### src/rtl/fast_pkg.sv
// Shared types and constants for the FAST-9 corner detection stage.
package fast_pkg;

    typedef enum logic [2:0] {IDLE, READ, DRAIN, EVAL, WRITE, DONE} state_t;

    localparam int FAST_BORDER = 3;
    localparam int FAST_ARC    = 9;
    localparam int FAST_N      = 16;

    // Bresenham circle of radius 3, clockwise from 12 o'clock.
    localparam logic signed [2:0] CIRCLE_DX [FAST_N] = '{
        3'sd0,  3'sd1,  3'sd2,  3'sd3,  3'sd3,  3'sd3,  3'sd2,  3'sd1,
        3'sd0, -3'sd1, -3'sd2, -3'sd3, -3'sd3, -3'sd3, -3'sd2, -3'sd1
    };
    localparam logic signed [2:0] CIRCLE_DY [FAST_N] = '{
        -3'sd3, -3'sd3, -3'sd2, -3'sd1,  3'sd0,  3'sd1,  3'sd2,  3'sd3,
         3'sd3,  3'sd3,  3'sd2,  3'sd1,  3'sd0, -3'sd1, -3'sd2, -3'sd3
    };

    // Read index 0 is the centre pixel; indices 1..16 walk the circle.
    function automatic logic signed [2:0] read_dx(input logic [4:0] idx);
        if (idx == 5'd0 || idx > 5'(FAST_N)) return 3'sd0;
        return CIRCLE_DX[4'(idx - 5'd1)];
    endfunction

    function automatic logic signed [2:0] read_dy(input logic [4:0] idx);
        if (idx == 5'd0 || idx > 5'(FAST_N)) return 3'sd0;
        return CIRCLE_DY[4'(idx - 5'd1)];
    endfunction

endpackage

### src/rtl/fast_arc_check.sv
// Detects a run of at least FAST_ARC set bits in a circular 16-bit mask.
module fast_arc_check
    import fast_pkg::*;
(
    input  logic [FAST_N-1:0] mask,
    output logic              is_arc
);

    logic [2*FAST_N-1:0] ring;

    assign ring = {mask, mask};

    always_comb begin
        // NOTE: give every always_comb output a value before any branch, or a latch is inferred.
        is_arc = 1'b0;
        for (int s = 0; s < FAST_N; s++) begin
            if (&ring[s +: FAST_ARC]) is_arc = 1'b1;
        end
    end

endmodule

### src/rtl/fast_detector.sv
// FAST-9 corner detector: raster-scans the smoothed image in the conv SRAM and
// writes one score per pixel (0 = not a corner) into the FAST SRAM.
module fast_detector
    import fast_pkg::*;
#(
    parameter int X_MAX       = 400,
    parameter int Y_MAX       = 400,
    parameter int PIXEL_DEPTH = 8
) (
    input  logic                       clk,
    input  logic                       rst,
    input  logic                       start,
    input  logic [$clog2(X_MAX):0]     max_x,
    input  logic [$clog2(Y_MAX):0]     max_y,
    input  logic [PIXEL_DEPTH-1:0]     threshold,
    output logic [$clog2(X_MAX):0]     x_addr_conv_fast,
    output logic [$clog2(Y_MAX):0]     y_addr_conv_fast,
    output logic                       ren_conv_fast,
    input  logic [PIXEL_DEPTH-1:0]     rdat_conv_fast,
    output logic [$clog2(X_MAX):0]     x_addr_fast,
    output logic [$clog2(Y_MAX):0]     y_addr_fast,
    output logic                       wen_fast,
    output logic [PIXEL_DEPTH-1:0]     wdat_fast,
    output logic                       busy,
    output logic                       done
);

    localparam int XW = $clog2(X_MAX) + 1;
    localparam int YW = $clog2(Y_MAX) + 1;
    localparam int PD = PIXEL_DEPTH;
    localparam int SW = PD + 2;
    localparam int AW = PD + 5;

    localparam logic [XW:0]   BORDER_X  = (XW+1)'(FAST_BORDER);
    localparam logic [YW:0]   BORDER_Y  = (YW+1)'(FAST_BORDER);
    localparam logic [4:0]    LAST_IDX  = 5'(FAST_N);
    localparam logic [PD-1:0] SCORE_MAX = '1;

    state_t          state;
    logic [XW-1:0]   x_q, mx_q;
    logic [YW-1:0]   y_q, my_q;
    logic [PD-1:0]   thr_q;
    logic [4:0]      idx_q, rd_idx_q;
    logic            rd_pend_q;
    logic [PD-1:0]   samples [FAST_N+1];

    logic [XW-1:0]   np_x, lim_x, rd_base_x, rd_x;
    logic [YW-1:0]   np_y, lim_y, rd_base_y, rd_y;
    logic            np_border, last_pixel, advance;
    logic [4:0]      rd_idx_nxt;
    logic signed [2:0] rd_dx, rd_dy;

    // Next pixel in raster order, its border status and the next read address.
    always_comb begin
        lim_x = (state == IDLE) ? max_x : mx_q;
        lim_y = (state == IDLE) ? max_y : my_q;
        if (state == IDLE) begin
            np_x = '0;
            np_y = '0;
        end else if (x_q == mx_q) begin
            np_x = '0;
            np_y = y_q + YW'(1);
        end else begin
            np_x = x_q + XW'(1);
            np_y = y_q;
        end
        np_border = ({1'b0, np_x} < BORDER_X) || ({1'b0, np_x} + BORDER_X > {1'b0, lim_x}) ||
                    ({1'b0, np_y} < BORDER_Y) || ({1'b0, np_y} + BORDER_Y > {1'b0, lim_y});
        last_pixel = (x_q == mx_q) && (y_q == my_q);
        advance    = ((state == IDLE) && start) || ((state == WRITE) && !last_pixel);
        rd_idx_nxt = (state == READ) ? idx_q + 5'd1 : 5'd0;
        rd_base_x  = (state == READ) ? x_q : np_x;
        rd_base_y  = (state == READ) ? y_q : np_y;
        rd_dx      = read_dx(rd_idx_nxt);
        rd_dy      = read_dy(rd_idx_nxt);
        rd_x       = rd_base_x + {{(XW-3){rd_dx[2]}}, rd_dx};
        rd_y       = rd_base_y + {{(YW-3){rd_dy[2]}}, rd_dy};
    end

    // NOTE: the sample buffer is pure datapath, fully rewritten before each EVAL, so it carries no reset.
    always_ff @(posedge clk) begin
        if (rd_pend_q) samples[rd_idx_q] <= rdat_conv_fast;
    end

    logic signed [SW-1:0] c_s, t_s, hi_s, lo_s, p_s;
    logic [FAST_N-1:0]    bright, dark;
    logic [AW-1:0]        sum_b, sum_d, sum_sel;
    logic                 bright_arc, dark_arc;
    logic [PD-1:0]        score;

    // Classification in PD+2 signed bits so c+t and c-t never wrap.
    always_comb begin
        c_s    = signed'({2'b00, samples[0]});
        t_s    = signed'({2'b00, thr_q});
        hi_s   = c_s + t_s;
        lo_s   = c_s - t_s;
        bright = '0;
        dark   = '0;
        sum_b  = '0;
        sum_d  = '0;
        p_s    = '0;
        for (int i = 0; i < FAST_N; i++) begin
            p_s = signed'({2'b00, samples[i+1]});
            if (p_s > hi_s) begin
                bright[i] = 1'b1;
                sum_b     = sum_b + AW'(p_s - hi_s);
            end
            if (p_s < lo_s) begin
                dark[i] = 1'b1;
                sum_d   = sum_d + AW'(lo_s - p_s);
            end
        end
    end

    fast_arc_check u_arc_bright (.mask(bright), .is_arc(bright_arc));
    fast_arc_check u_arc_dark   (.mask(dark),   .is_arc(dark_arc));

    always_comb begin
        sum_sel = '0;
        if (bright_arc)    sum_sel = sum_b;
        else if (dark_arc) sum_sel = sum_d;
        score = (sum_sel > {{(AW-PD){1'b0}}, SCORE_MAX}) ? SCORE_MAX : sum_sel[PD-1:0];
    end

    // Single FSM; every SRAM-facing output is registered and defaults to 0.
    always_ff @(posedge clk) begin
        if (rst) begin
            state            <= IDLE;
            x_q              <= '0;
            y_q              <= '0;
            mx_q             <= '0;
            my_q             <= '0;
            thr_q            <= '0;
            idx_q            <= '0;
            rd_idx_q         <= '0;
            rd_pend_q        <= 1'b0;
            x_addr_conv_fast <= '0;
            y_addr_conv_fast <= '0;
            ren_conv_fast    <= 1'b0;
            x_addr_fast      <= '0;
            y_addr_fast      <= '0;
            wen_fast         <= 1'b0;
            wdat_fast        <= '0;
            busy             <= 1'b0;
            done             <= 1'b0;
        end else begin
            // NOTE: non-blocking everywhere here; later assignments in this block override the defaults.
            x_addr_conv_fast <= '0;
            y_addr_conv_fast <= '0;
            ren_conv_fast    <= 1'b0;
            x_addr_fast      <= '0;
            y_addr_fast      <= '0;
            wen_fast         <= 1'b0;
            wdat_fast        <= '0;
            done             <= 1'b0;
            rd_pend_q        <= ren_conv_fast;
            rd_idx_q         <= idx_q;

            case (state)
                IDLE: begin
                    if (start) begin
                        mx_q  <= max_x;
                        my_q  <= max_y;
                        thr_q <= threshold;
                        busy  <= 1'b1;
                    end
                end
                READ: begin
                    if (idx_q == LAST_IDX) begin
                        state <= DRAIN;
                    end else begin
                        idx_q            <= rd_idx_nxt;
                        ren_conv_fast    <= 1'b1;
                        x_addr_conv_fast <= rd_x;
                        y_addr_conv_fast <= rd_y;
                    end
                end
                DRAIN: state <= EVAL;
                EVAL: begin
                    state       <= WRITE;
                    wen_fast    <= 1'b1;
                    wdat_fast   <= score;
                    x_addr_fast <= x_q;
                    y_addr_fast <= y_q;
                end
                WRITE: begin
                    if (last_pixel) begin
                        state <= DONE;
                        done  <= 1'b1;
                        busy  <= 1'b0;
                    end
                end
                DONE:    state <= IDLE;
                default: state <= IDLE;
            endcase

            if (advance) begin
                x_q <= np_x;
                y_q <= np_y;
                if (np_border) begin
                    state       <= WRITE;
                    wen_fast    <= 1'b1;
                    x_addr_fast <= np_x;
                    y_addr_fast <= np_y;
                end else begin
                    state            <= READ;
                    idx_q            <= 5'd0;
                    ren_conv_fast    <= 1'b1;
                    x_addr_conv_fast <= rd_x;
                    y_addr_conv_fast <= rd_y;
                end
            end
        end
    end

endmodule

### config.mk
export PLATFORM = sky130hd
export DESIGN_NAME = fast_detector
export DESIGN_NICKNAME = d
export VERILOG_FILES = /design/src/rtl/fast_pkg.sv /design/src/rtl/fast_arc_check.sv /design/src/rtl/fast_detector.sv
export SDC_FILE = /design/constraint.sdc
export NUM_CORES = 2
export LEC_CHECK = 0
export ABC_AREA = 1
export CORE_MARGIN = 1.5
export CORE_UTILIZATION = 50
export DETAILED_ROUTE_END_ITERATION = 12
export PLACE_DENSITY = 0.71
export REMOVE_ABC_BUFFERS = 1
export SYNTH_ARGS = -nofsm -noshare
export SYNTH_HDL_FRONTEND = slang
export SYNTH_SLANG_ARGS = --single-unit
### constraint.sdc
create_clock -name clk -period 20.5 [get_ports clk]
set_clock_uncertainty 0.2 [all_clocks]
set_input_delay 4.1 -clock clk [delete_from_list [all_inputs] [get_ports clk]]
set_output_delay 4.1 -clock clk [all_outputs]
set_load 0.005 [all_outputs]
==> flow_metrics.env <==
export IMPL_crit_top_cell="nand2_1"
export IMPL_rr_startpoint="thr_q[0]"
export IMPL_fin_tns_setup_ps=0
export IMPL_critPathKind="reg -> reg"
export IMPL_h_tree_depth=1
export IMPL_first_iter_violations=2807
export IMPL_core_mm2=0.0865
export IMPL_dp_slack_ps=1470
export IMPL_yosysWarnings=0
export IMPL_cts_buffers_inserted=24
export IMPL_ys_seq_area_share_pct=14.6
export IMPL_hold_buffers=0
export IMPL_grt_max_degree=58
export IMPL_reg2reg_slack_ps=1690
export IMPL_nNetsFinal=7411
export IMPL_ff2ff_path_depth=123
export IMPL_place_congestion=0.930
export IMPL_drt_first_pass_iters=8
export IMPL_yosys_most_used_dff="edfxtp_1"
export IMPL_portBuffers=90
export IMPL_grt_overflow_total=0
export IMPL_reg2reg_to="wdat_fast[0]"
export IMPL_slew_headroom_pct=23.4
export IMPL_worst_slew_pin_slew_ps=1140
export IMPL_tritoncts="built"
export IMPL_hp_start="ren_conv_fast"
export IMPL_initial_core_util_pct=50.3
export IMPL_row_count=108
export IMPL_ys_types=73
export IMPL_synth_largest_area_cell="ha_1"
export IMPL_path_max_fanout=16
export IMPL_whs_ps=263
export IMPL_finalHoldViolCount=0
export IMPL_grt_antenna_before_repair=1
export IMPL_maxCapViolCount=0
export IMPL_drv_slew=0
export IMPL_grt_pass1_wl_um=193000
export IMPL_slowest_stage="fa_1"
export IMPL_slowest_delay_ps=470
export IMPL_final_cell_mix="nand2_1, inv_1, ha_1"
export IMPL_num_antenna_cells=0
export IMPL_via_count=41500
export IMPL_worstHoldEndpoint="rd_pend_q"
export IMPL_grt_pass1_vias=38500
export IMPL_async_flop_share_pct=0
export IMPL_grt_use_total_pct=26.3
export IMPL_dieArea_mm2=0.0888
export IMPL_required_ps=20760
export IMPL_avgSynthCellArea_um2=6.62
export IMPL_die_h_um=298
export IMPL_netlist_area_mm2=0.0435
export IMPL_final_common_cell="nand2_1"
export IMPL_remaining_drc_errors=0
export IMPL_pin_count=91
export IMPL_antenna_left=0
export IMPL_chipWidth_um=298
export IMPL_syn_to_final_growth_pct=6.92
export IMPL_crit_path_start_kind="flip-flop"
export IMPL_ctsRootBufferMaster="clkbuf_16"
export IMPL_clock_path_buffers=3
export IMPL_min_period_ps=18810
export IMPL_rsz0062_at_grt="no"
export IMPL_period_share_pct=91.8
export IMPL_max_freq_mhz=53.2
export IMPL_hpwl_um=98900
export IMPL_finalWirelength_um=119000
export IMPL_setup_viol=0
export IMPL_clock_sinks=250
export IMPL_clkTransAtPathRegs_ps=70
export IMPL_clock_latency_ps=560
export IMPL_post_drt_wl_per_cell_um=15.2
export IMPL_synth_area_leaders="ha_1, nand2_1, edfxtp_1, inv_1, a21oi_1"
export IMPL_drive_gt1_share_pct=5.21
export IMPL_min_path_type="reg -> reg"
export IMPL_timing_final_ws_setup_ps=1690
export IMPL_ys_seq_elements=250
export IMPL_final_core_util_pct=53.8
export IMPL_status="complete, no violations"
export IMPL_routed_via_density=5.32
export IMPL_synthCells=6572
export IMPL_crit_path_end_kind="flip-flop"
export IMPL_synth_top_area_share_pct=19.5
export IMPL_hold_path_depth=2
export IMPL_fillers=8583
export IMPL_cp_arrival_ps=19070
export IMPL_synth_edf_count=136
==> final cells by class <==
cell class                      instances  area, um^2  area share [%]
Multi-Input combinational cell       5139       32600            70.0
Clock buffer                           28         637            1.37
Tap cell                             1155        1450            3.11
Clock inverter                         15         183           0.393
Sequential cell                       250        6370            13.7
Timing Repair Buffer                  135        1240            2.67
Inverter                             1079        4070            8.74
==> state kept, by name, indices dropped and copies added (netlist names), 8 cells and up <==
name / cells
mx_q: 10
my_q: 10
samples: 136
thr_q: 8
wdat_fast: 8
x_addr_conv_fast: 10
x_addr_fast: 10
x_q: 10
y_addr_conv_fast: 10
y_addr_fast: 10
y_q: 10
==> metal layers <==
layer  share of wire, %  up-vias  global-route usage, %
met5                  0        -                      0
met4                2.5        0                   6.36
met3                5.5      143                   1.74
met2                 44     1073                   43.6
met1                 48    18500                   37.2
li1                   -    21700                      -
==> cell families after synthesis <==
group | count (synthesis) | synth area share (%)
simple gates | 2711 | 27.3
compound gates | 1240 | 16.0
buf+inv | 1184 | 10.6
fa+ha+maj | 743 | 22.5
xor+xnor | 443 | 8.91
flops | 250 | 14.6
other cells | 1 | 0.00862
==> cell usage after synthesis, types with 35 or more instances <==
cell type,number
nor2_1,455
o21bai_1,70
nand2_1,1470
nor3_1,63
inv_1,1048
xor2_1,258
a21oi_1,639
or2_2,70
nand3_2,49
and2_1,59
dfxtp_1,114
a21o_1,35
nand4_1,40
xnor2_1,185
clkbuf_1,41
ha_1,677
edfxtp_1,136
buf_2,39
o21ai_0,316
fa_1,66
nand3_1,408
==> stage by stage <==
step / std cells / cell area [um^2]
6_report: 7801 / 46500
5_1_grt: 7801 / 46500
2_1_floorplan: 6468 / 43000
3_5_place_dp: 7750 / 45600
3_3_place_gp: 7750 / 45600
4_1_cts: 7793 / 46400
==> worst max path at each step <==
stage | start | endpoint | slack [ps] | cells past startpoint
finish | thr_q[0] | wdat_fast[0] | 1690 | 123
global route | thr_q[0] | wdat_fast[0] | 30 | 121
CTS | samples[0][2] | wdat_fast[0] | 1400 | 120
detailed placement | samples[0][2] | wdat_fast[7] | 1470 | 116
global placement | samples[0][2] | wdat_fast[2] | 1750 | 116
floorplan | samples[0][2] | wdat_fast[0] | 2870 | 118
==> worst max-delay path, delay by kind of cell, from the launching register on <==
kind	cells	cell delay, ps
buffers and inverters	19	1290
adder cells (fa/ha/maj)	19	6280
flip-flops	1	420
XOR/XNOR	8	1360
AND/OR/NAND/NOR	58	6330
AO/OA/AOI/OAI	19	2800
==> what timing repair did <==
action                     in CTS  in global routing
resized for setup               0                 17
setup buffers                   0                  8
setup endpoints to repair       0                  8
Power is not shown: default switching activity piles up to over one toggle a cycle in this logic, so the estimate is an artifact.
